## src/rtl/wr_spi_pkg.sv

```systemverilog
// Shared types and widths for the write-path SPI transmitter (wr_spi_tx) and its byte FIFO.
package wr_spi_pkg;

    typedef enum logic [1:0] {
        IDLE  = 2'd0,
        SETUP = 2'd1,
        SHIFT = 2'd2,
        HOLD  = 2'd3
    } wr_spi_state_t;

    localparam int BYTE_W    = 8;
    localparam int BIT_CNT_W = 3;

endpackage

```

## src/rtl/wr_byte_fifo.sv

```systemverilog
// Synchronous byte FIFO; dout is the head entry, combinational. Pushes when full and pops
// when empty are ignored here, so the caller owns overflow reporting.
module wr_byte_fifo #(
    parameter int DEPTH = 16,
    parameter int WIDTH = 8
) (
    input  logic                     clk,
    input  logic                     reset,
    input  logic                     push,
    input  logic                     pop,
    input  logic [WIDTH-1:0]         din,
    output logic [WIDTH-1:0]         dout,
    output logic [$clog2(DEPTH):0]   count,
    output logic                     full,
    output logic                     empty
);

    localparam int AW = $clog2(DEPTH);
    localparam logic [AW:0]   CNT_ONE = (AW+1)'(1);
    localparam logic [AW-1:0] PTR_ONE = AW'(1);

    logic [WIDTH-1:0] r_mem [DEPTH];
    logic [AW-1:0]    r_wr_ptr;
    logic [AW-1:0]    r_rd_ptr;
    logic [AW:0]      r_count;
    logic             w_push;
    logic             w_pop;

    assign full   = (r_count == (AW+1)'(DEPTH));
    assign empty  = (r_count == '0);
    assign count  = r_count;
    assign dout   = r_mem[r_rd_ptr];
    assign w_push = push && !full;
    assign w_pop  = pop && !empty;

    always_ff @(posedge clk) begin
        if (w_push) begin
            r_mem[r_wr_ptr] <= din;
        end
    end

    always_ff @(posedge clk or negedge reset) begin
        if (!reset) begin
            r_wr_ptr <= '0;
            r_rd_ptr <= '0;
            r_count  <= '0;
        end else begin
            if (w_push) begin
                r_wr_ptr <= r_wr_ptr + PTR_ONE;
            end
            if (w_pop) begin
                r_rd_ptr <= r_rd_ptr + PTR_ONE;
            end
            case ({w_push, w_pop})
                2'b10:   r_count <= r_count + CNT_ONE;
                2'b01:   r_count <= r_count - CNT_ONE;
                default: r_count <= r_count;
            endcase
        end
    end

endmodule

```

## src/rtl/wr_spi_tx.sv

```systemverilog
// Buffers the upstream wr_en/wr_data byte stream and sends it on a mode-0 SPI link, keeping CS_n
// low across back-to-back bytes. Define WR_SPI_LSB_FIRST_EN to send bit0 first instead of bit7.
module wr_spi_tx
    import wr_spi_pkg::*;
#(
    parameter int FIFO_DEPTH = 16,
    parameter int CLK_DIV    = 4,
    parameter int CS_HOLD    = 2
) (
    input  logic              clk,
    input  logic              reset,
    input  logic              wr_en,
    input  logic [BYTE_W-1:0] wr_data,
    output logic              spi_sclk,
    output logic              spi_cs_n,
    output logic              spi_mosi,
    output logic              fifo_full,
    output logic              tx_busy,
    output logic              ovf,
    output wr_spi_state_t     dbg_state
);

    localparam int CNT_W  = $clog2(FIFO_DEPTH) + 1;
    localparam int DIV_W  = (CLK_DIV > 1) ? $clog2(CLK_DIV) : 1;
    localparam int HOLD_W = (CS_HOLD > 1) ? $clog2(CS_HOLD) : 1;
    localparam logic [DIV_W-1:0]     DIV_LAST  = DIV_W'(CLK_DIV - 1);
    localparam logic [HOLD_W-1:0]    HOLD_LAST = HOLD_W'(CS_HOLD - 1);
    localparam logic [BIT_CNT_W-1:0] BIT_LAST  = '1;

`ifdef WR_SPI_LSB_FIRST_EN
    function automatic logic lead_bit(input logic [BYTE_W-1:0] b);
        return b[0];
    endfunction
    function automatic logic [BYTE_W-1:0] advance(input logic [BYTE_W-1:0] b);
        return {1'b0, b[BYTE_W-1:1]};
    endfunction
`else
    function automatic logic lead_bit(input logic [BYTE_W-1:0] b);
        return b[BYTE_W-1];
    endfunction
    function automatic logic [BYTE_W-1:0] advance(input logic [BYTE_W-1:0] b);
        return {b[BYTE_W-2:0], 1'b0};
    endfunction
`endif

    wr_spi_state_t          r_state;
    logic [DIV_W-1:0]       r_div;
    logic [HOLD_W-1:0]      r_hold;
    logic [BIT_CNT_W-1:0]   r_bit;
    logic [BYTE_W-1:0]      r_shift;
    logic                   r_sclk;
    logic                   r_cs_n;
    logic                   r_mosi;
    logic                   r_ovf;

    logic [BYTE_W-1:0]      w_fifo_dout;
    logic [CNT_W-1:0]       w_count;
    logic                   w_full;
    logic                   w_empty;
    logic                   w_div_done;
    logic                   w_byte_end;
    logic                   w_pop;
    logic [BYTE_W-1:0]      w_next_shift;

    // wr_en has no ready: a byte offered while the FIFO is full is lost and flagged on ovf.
    wr_byte_fifo #(
        .DEPTH (FIFO_DEPTH),
        .WIDTH (BYTE_W)
    ) u_fifo (
        .clk   (clk),
        .reset (reset),
        .push  (wr_en),
        .pop   (w_pop),
        .din   (wr_data),
        .dout  (w_fifo_dout),
        .count (w_count),
        .full  (w_full),
        .empty (w_empty)
    );

    assign w_div_done   = (r_div == DIV_LAST);
    assign w_byte_end   = (r_state == SHIFT) && w_div_done && r_sclk && (r_bit == BIT_LAST);
    assign w_pop        = !w_empty && ((r_state == IDLE) || w_byte_end);
    assign w_next_shift = advance(r_shift);

    always_ff @(posedge clk or negedge reset) begin
        if (!reset) begin
            r_state <= IDLE;
            r_div   <= '0;
            r_hold  <= '0;
            r_bit   <= '0;
            r_shift <= '0;
            r_sclk  <= 1'b0;
            r_cs_n  <= 1'b1;
            r_mosi  <= 1'b0;
        end else begin
            case (r_state)
                IDLE: begin
                    if (!w_empty) begin
                        r_shift <= w_fifo_dout;
                        r_mosi  <= lead_bit(w_fifo_dout);
                        r_cs_n  <= 1'b0;
                        r_div   <= '0;
                        r_bit   <= '0;
                        r_state <= SETUP;
                    end
                end
                SETUP: begin
                    if (w_div_done) begin
                        r_div   <= '0;
                        r_sclk  <= 1'b1;
                        r_state <= SHIFT;
                    end else begin
                        r_div <= r_div + DIV_W'(1);
                    end
                end
                SHIFT: begin
                    if (w_div_done) begin
                        r_div  <= '0;
                        r_sclk <= !r_sclk;
                        // Falling edge: either advance within the byte or close it out.
                        if (r_sclk) begin
                            if (r_bit == BIT_LAST) begin
                                if (!w_empty) begin
                                    r_shift <= w_fifo_dout;
                                    r_mosi  <= lead_bit(w_fifo_dout);
                                    r_bit   <= '0;
                                end else begin
                                    r_hold  <= '0;
                                    r_state <= HOLD;
                                end
                            end else begin
                                r_bit   <= r_bit + BIT_CNT_W'(1);
                                r_shift <= w_next_shift;
                                r_mosi  <= lead_bit(w_next_shift);
                            end
                        end
                    end else begin
                        r_div <= r_div + DIV_W'(1);
                    end
                end
                HOLD: begin
                    if (r_hold == HOLD_LAST) begin
                        r_cs_n  <= 1'b1;
                        r_mosi  <= 1'b0;
                        r_state <= IDLE;
                    end else begin
                        r_hold <= r_hold + HOLD_W'(1);
                    end
                end
                default: r_state <= IDLE;
            endcase
        end
    end

    always_ff @(posedge clk or negedge reset) begin
        if (!reset) begin
            r_ovf <= 1'b0;
        end else if (wr_en && w_full) begin
            r_ovf <= 1'b1;
        end
    end

    assign spi_sclk  = r_sclk;
    assign spi_cs_n  = r_cs_n;
    assign spi_mosi  = r_mosi;
    assign fifo_full = w_full;
    assign tx_busy   = (r_state != IDLE) || (w_count != '0);
    assign ovf       = r_ovf;
    assign dbg_state = r_state;

endmodule

```

## config.mk

```make
export PLATFORM = sky130hd
export DESIGN_NAME = wr_spi_tx
export DESIGN_NICKNAME = d
export VERILOG_FILES = /design/src/rtl/wr_spi_pkg.sv /design/src/rtl/wr_byte_fifo.sv /design/src/rtl/wr_spi_tx.sv
export SDC_FILE = /design/constraint.sdc
export NUM_CORES = 1
export LEC_CHECK = 0
export ABC_AREA = 1
export BUFFER_PORTS_ARGS = -buffer_cell sky130_fd_sc_hd__buf_2
export CAP_MARGIN = 20
export CELL_PAD_IN_SITES_DETAIL_PLACEMENT = 0
export CELL_PAD_IN_SITES_GLOBAL_PLACEMENT = 2
export CORE_UTILIZATION = 44
export DETAILED_ROUTE_END_ITERATION = 16
export GPL_TIMING_DRIVEN = 1
export PLACE_DENSITY_LB_ADDON = 0.1
export SYNTH_ARGS = -nofsm -noshare
export SYNTH_HDL_FRONTEND = slang
export SYNTH_HIERARCHICAL = 1
export SYNTH_SLANG_ARGS = --single-unit
```

## constraint.sdc

```tcl
create_clock -name clk -period 4.9 [get_ports clk]
set_clock_uncertainty 0.15 [all_clocks]
set_input_delay 0.245 -clock clk [delete_from_list [all_inputs] [get_ports clk]]
set_output_delay 0.245 -clock clk [all_outputs]
set_load 0.05 [all_outputs]
```

==> results.sh <==
export IMPL_synth_top_cells_by_area="edfxtp_1 51%, nand2_1 14%, dfrtp_1 10%"
export IMPL_dieArea_sq_um=17600
export IMPL_dp_hpwl_um=10800
export IMPL_htreeDepth=4
export IMPL_use_met1_pct=30.9
export IMPL_fp_dieH_um=133
export IMPL_setup_violations_final=0
export IMPL_clockPowerShare_pct=40.3
export IMPL_hold_path_class="in -> reg"
export IMPL_cp_required_ns=5.07
export IMPL_ys_ff_latch=160
export IMPL_seq_area_frac_synth_pct=61.9
export IMPL_synth_top_area_share_pct=51.2
export IMPL_met3_usage_pct=4.14
export IMPL_fin_crit_ns=3.16
export IMPL_ys_types=33
export IMPL_hold_viol_final=0
export IMPL_cts_root_buf="clkbuf_16"
export IMPL_synth_yosys_warnings=6
export IMPL_wire_per_inst_um=16.3
export IMPL_swShare_pct=26.0
export IMPL_area_growth_synth_to_final_pct=11.9
export IMPL_cts_resized=0
export IMPL_async_reset_ff_share_pct=20.0
export IMPL_cts_buffer_depth=2
export IMPL_status="finished clean"
export IMPL_internal_power_mw=2.58
export IMPL_finalWeightedCongestion=0.747
export IMPL_yosysTopAreaCell="edfxtp_1"
export IMPL_drt_iter0_drc=375
export IMPL_nFillCells=1534
export IMPL_drt_pass1_iterations=5
export IMPL_use_met2_pct=28.9
export IMPL_syn_area_sq_um=7510
export IMPL_start_util_pct=45.1
export IMPL_peakVddDrop_uv=248
export IMPL_cp_start_kind="flop"
export IMPL_fin_crit_sh_pct=64.5
export IMPL_grt_pass1_wl_um=26400
export IMPL_clock_latency_ns=0.42
export IMPL_busiest_layer="met1"
export IMPL_clkSlewWorstSetupHoldPaths_ns=0.06
export IMPL_timing_fmax_mhz=316
export IMPL_fin_nets=833
export IMPL_max_slew_worst_pin_slew_ns=0.966
export IMPL_via_count=5048
export IMPL_drv_slew=0
export IMPL_multi_input_area_sq_um=2370
export IMPL_antenna_cells=0
export IMPL_numCtsBuffers=17
export IMPL_cts_tree="done"
export IMPL_cp_end_kind="flop"
export IMPL_critPathKind="reg -> reg"
export IMPL_io_pin_count=19
export IMPL_overflow=0
export IMPL_instances_no_fill=1034
export IMPL_slew_headroom_pct=35.6
export IMPL_power_density_nw_per_um2=414
export IMPL_hold_slack_ns=0.0870
export IMPL_power_total_mw=3.48
export IMPL_grt_pass1_vias=4747
export IMPL_power_frac_seq_pct=48.0
export IMPL_fp_dieW_um=133
export IMPL_place_area_sq_um=7750
export IMPL_viasPerCell=4.88
export IMPL_fin_tns_setup_ns=0
export IMPL_arrival_ns=3.33
export IMPL_rows=47
export IMPL_dpl_cell_count=1001
export IMPL_syn_avg_cell_area_sq_um=9.57
export IMPL_grt_setup_unrepaired="false"
export IMPL_reg2reg_depth=17
export IMPL_seq_area_sq_um=4650
export IMPL_fp_coreArea_sq_um=16600
export IMPL_antenna_found_initial=0
export IMPL_syn_inst=785
export IMPL_drive_gt1_share_pct=9.21
export IMPL_hold_path_depth=1
export IMPL_track_usage_pct=20.4
export IMPL_synth_edf_count=128
export IMPL_netSwitchingPower_mw=0.905
export IMPL_comb_power_share_pct=11.7
export IMPL_fin_area_sq_um=8400
export IMPL_cp_max_fo=12
export IMPL_synth_nets=816
export IMPL_grt_max_degree=82
export IMPL_drc_errors=0
export IMPL_ant_nets=0
export IMPL_drv_cap=0
export IMPL_cellLeakagePower_nw=3.73
export IMPL_port_buffers=18
export IMPL_drt_total_wl_um=16900
export IMPL_cts_sinks=160
export IMPL_ys_flop_type="edfxtp_1"
[metrics by stage]
stage / setup slack [ns] / utilization, %
detailed placement: 1.74 / 46.6
global route: 1.43 / 50.5
CTS: 1.72 / 50.5
floorplan: 2.00 / -
global placement: 1.84 / 46.6
finish: 1.74 / 50.5
[placed cells by master (no fill, tap or decap), types with 5 or more instances in the layout]
cell type  Yosys  layout
buf_2         13      18
clkbuf_16      0      17
clkinv_4       0       5
dfrtp_1       31      30
edfxtp_1     128     128
ha_1          19      19
inv_1         89      89
inv_2          5       5
nand2_1      285     285
nand2_2        6       6
nand2_4        6       6
nand3_1       69      69
nand3b_1       6       6
nor2_1        73      73
o21ai_0       15      15
xor2_1         5       5
[logic make-up (layout without fill, tap and decap cells)]
family	after synthesis	in the layout	synth area share (%)
xor gates and xnor gates	8	8	0.933
and+or+nand+nor	455	455	25.5
AOI/OAI and AO/OA	24	24	1.70
DFF	160	160	61.9
adders and majority gates	20	20	3.43
buffers and inverters	118	147	6.55
[power groups by stage]
stage               Sequential, mW  Clock [mW]  Combinational [mW]
floorplan                     1.70           0               0.267
global placement              1.69           0               0.405
detailed placement            1.70           0               0.411
CTS                           1.67        1.44               0.414
global route                  1.68        1.49               0.465
finish                        1.67        1.40               0.409
[sequential cells by signal, indices dropped and copies added (netlist names)]
register	cells
r_div	2
r_bit	3
u_fifo/count	5
u_fifo/r_rd_ptr	4
r_hold	1
ovf	1
u_fifo/r_wr_ptr	4
r_shift	7
u_fifo/r_mem	128
spi_mosi	1
spi_cs_n	1
dbg_state	2
spi_sclk	1
[cell type report]
type | instances | area share [%]
flip-flops and latches | 160 | 55.3
well taps | 220 | 3.28
inverters | 95 | 4.27
clock buffers | 17 | 5.06
multi-input cells | 507 | 28.2
repair buffers | 21 | 1.40
clock inverters | 14 | 2.46
[synth_stat cells, types with 2 or more instances]
| cell | instances |
|---|---|
| xnor2_1 | 3 |
| nor2_1 | 73 |
| a21oi_1 | 3 |
| xor2_1 | 5 |
| nand2_4 | 6 |
| nand2_1 | 285 |
| buf_6 | 2 |
| nor2_2 | 2 |
| nand3b_1 | 6 |
| buf_2 | 13 |
| inv_1 | 89 |
| o21ai_0 | 15 |
| ha_1 | 19 |
| inv_2 | 5 |
| o21ai_1 | 3 |
| dfrtp_1 | 31 |
| clkbuf_1 | 3 |
| nand4_1 | 4 |
| edfxtp_1 | 128 |
| nand2_2 | 6 |
| nand3_1 | 69 |
| buf_4 | 4 |
[routing by layer]
layer,vias to the layer above,wire length (um)
li1,2548,-
met1,2384,8570
met2,92,7270
met3,24,726
met4,0,303
met5,-,0
[path summary, 6_finish.rpt]
kind / slack (ns) / end / start
worst min-delay path: 0.09 / u_fifo/r_mem[2][7] / wr_data[7]
min in group asynchronous: 0.30 / r_shift[1] / reset
worst max-delay path: 1.74 / u_fifo/count[4] / dbg_state[0]
worst max register to register: 1.74 / u_fifo/count[4] / dbg_state[0]
worst min register to register: 0.31 / ovf / ovf
max in group asynchronous: 3.71 / u_fifo/r_rd_ptr[0] / reset
[worst max-delay path, cell delays in order (launching register included)]
cell     delay (ns)
dfrtp_1        0.44
inv_1          0.10
ha_1           0.56
nand3_1        0.18
a21oi_1        0.17
nand2_1        0.16
inv_1          0.15
ha_1           0.25
inv_1          0.09
fa_1           0.40
inv_1          0.07
nand2_1        0.04
nand2_1        0.07
nand2_1        0.05
nand2_1        0.05
nand2_1        0.04
nand2_1        0.05
nand2_1        0.04
[timing repair]
| action | in CTS | in global routing |
|---|---|---|
| hold endpoints to repair | 32 | 0 |
| hold buffers | 2 | 0 |
| buffers inserted | 0 | 0 |
Power figures use the tool's default switching activity.
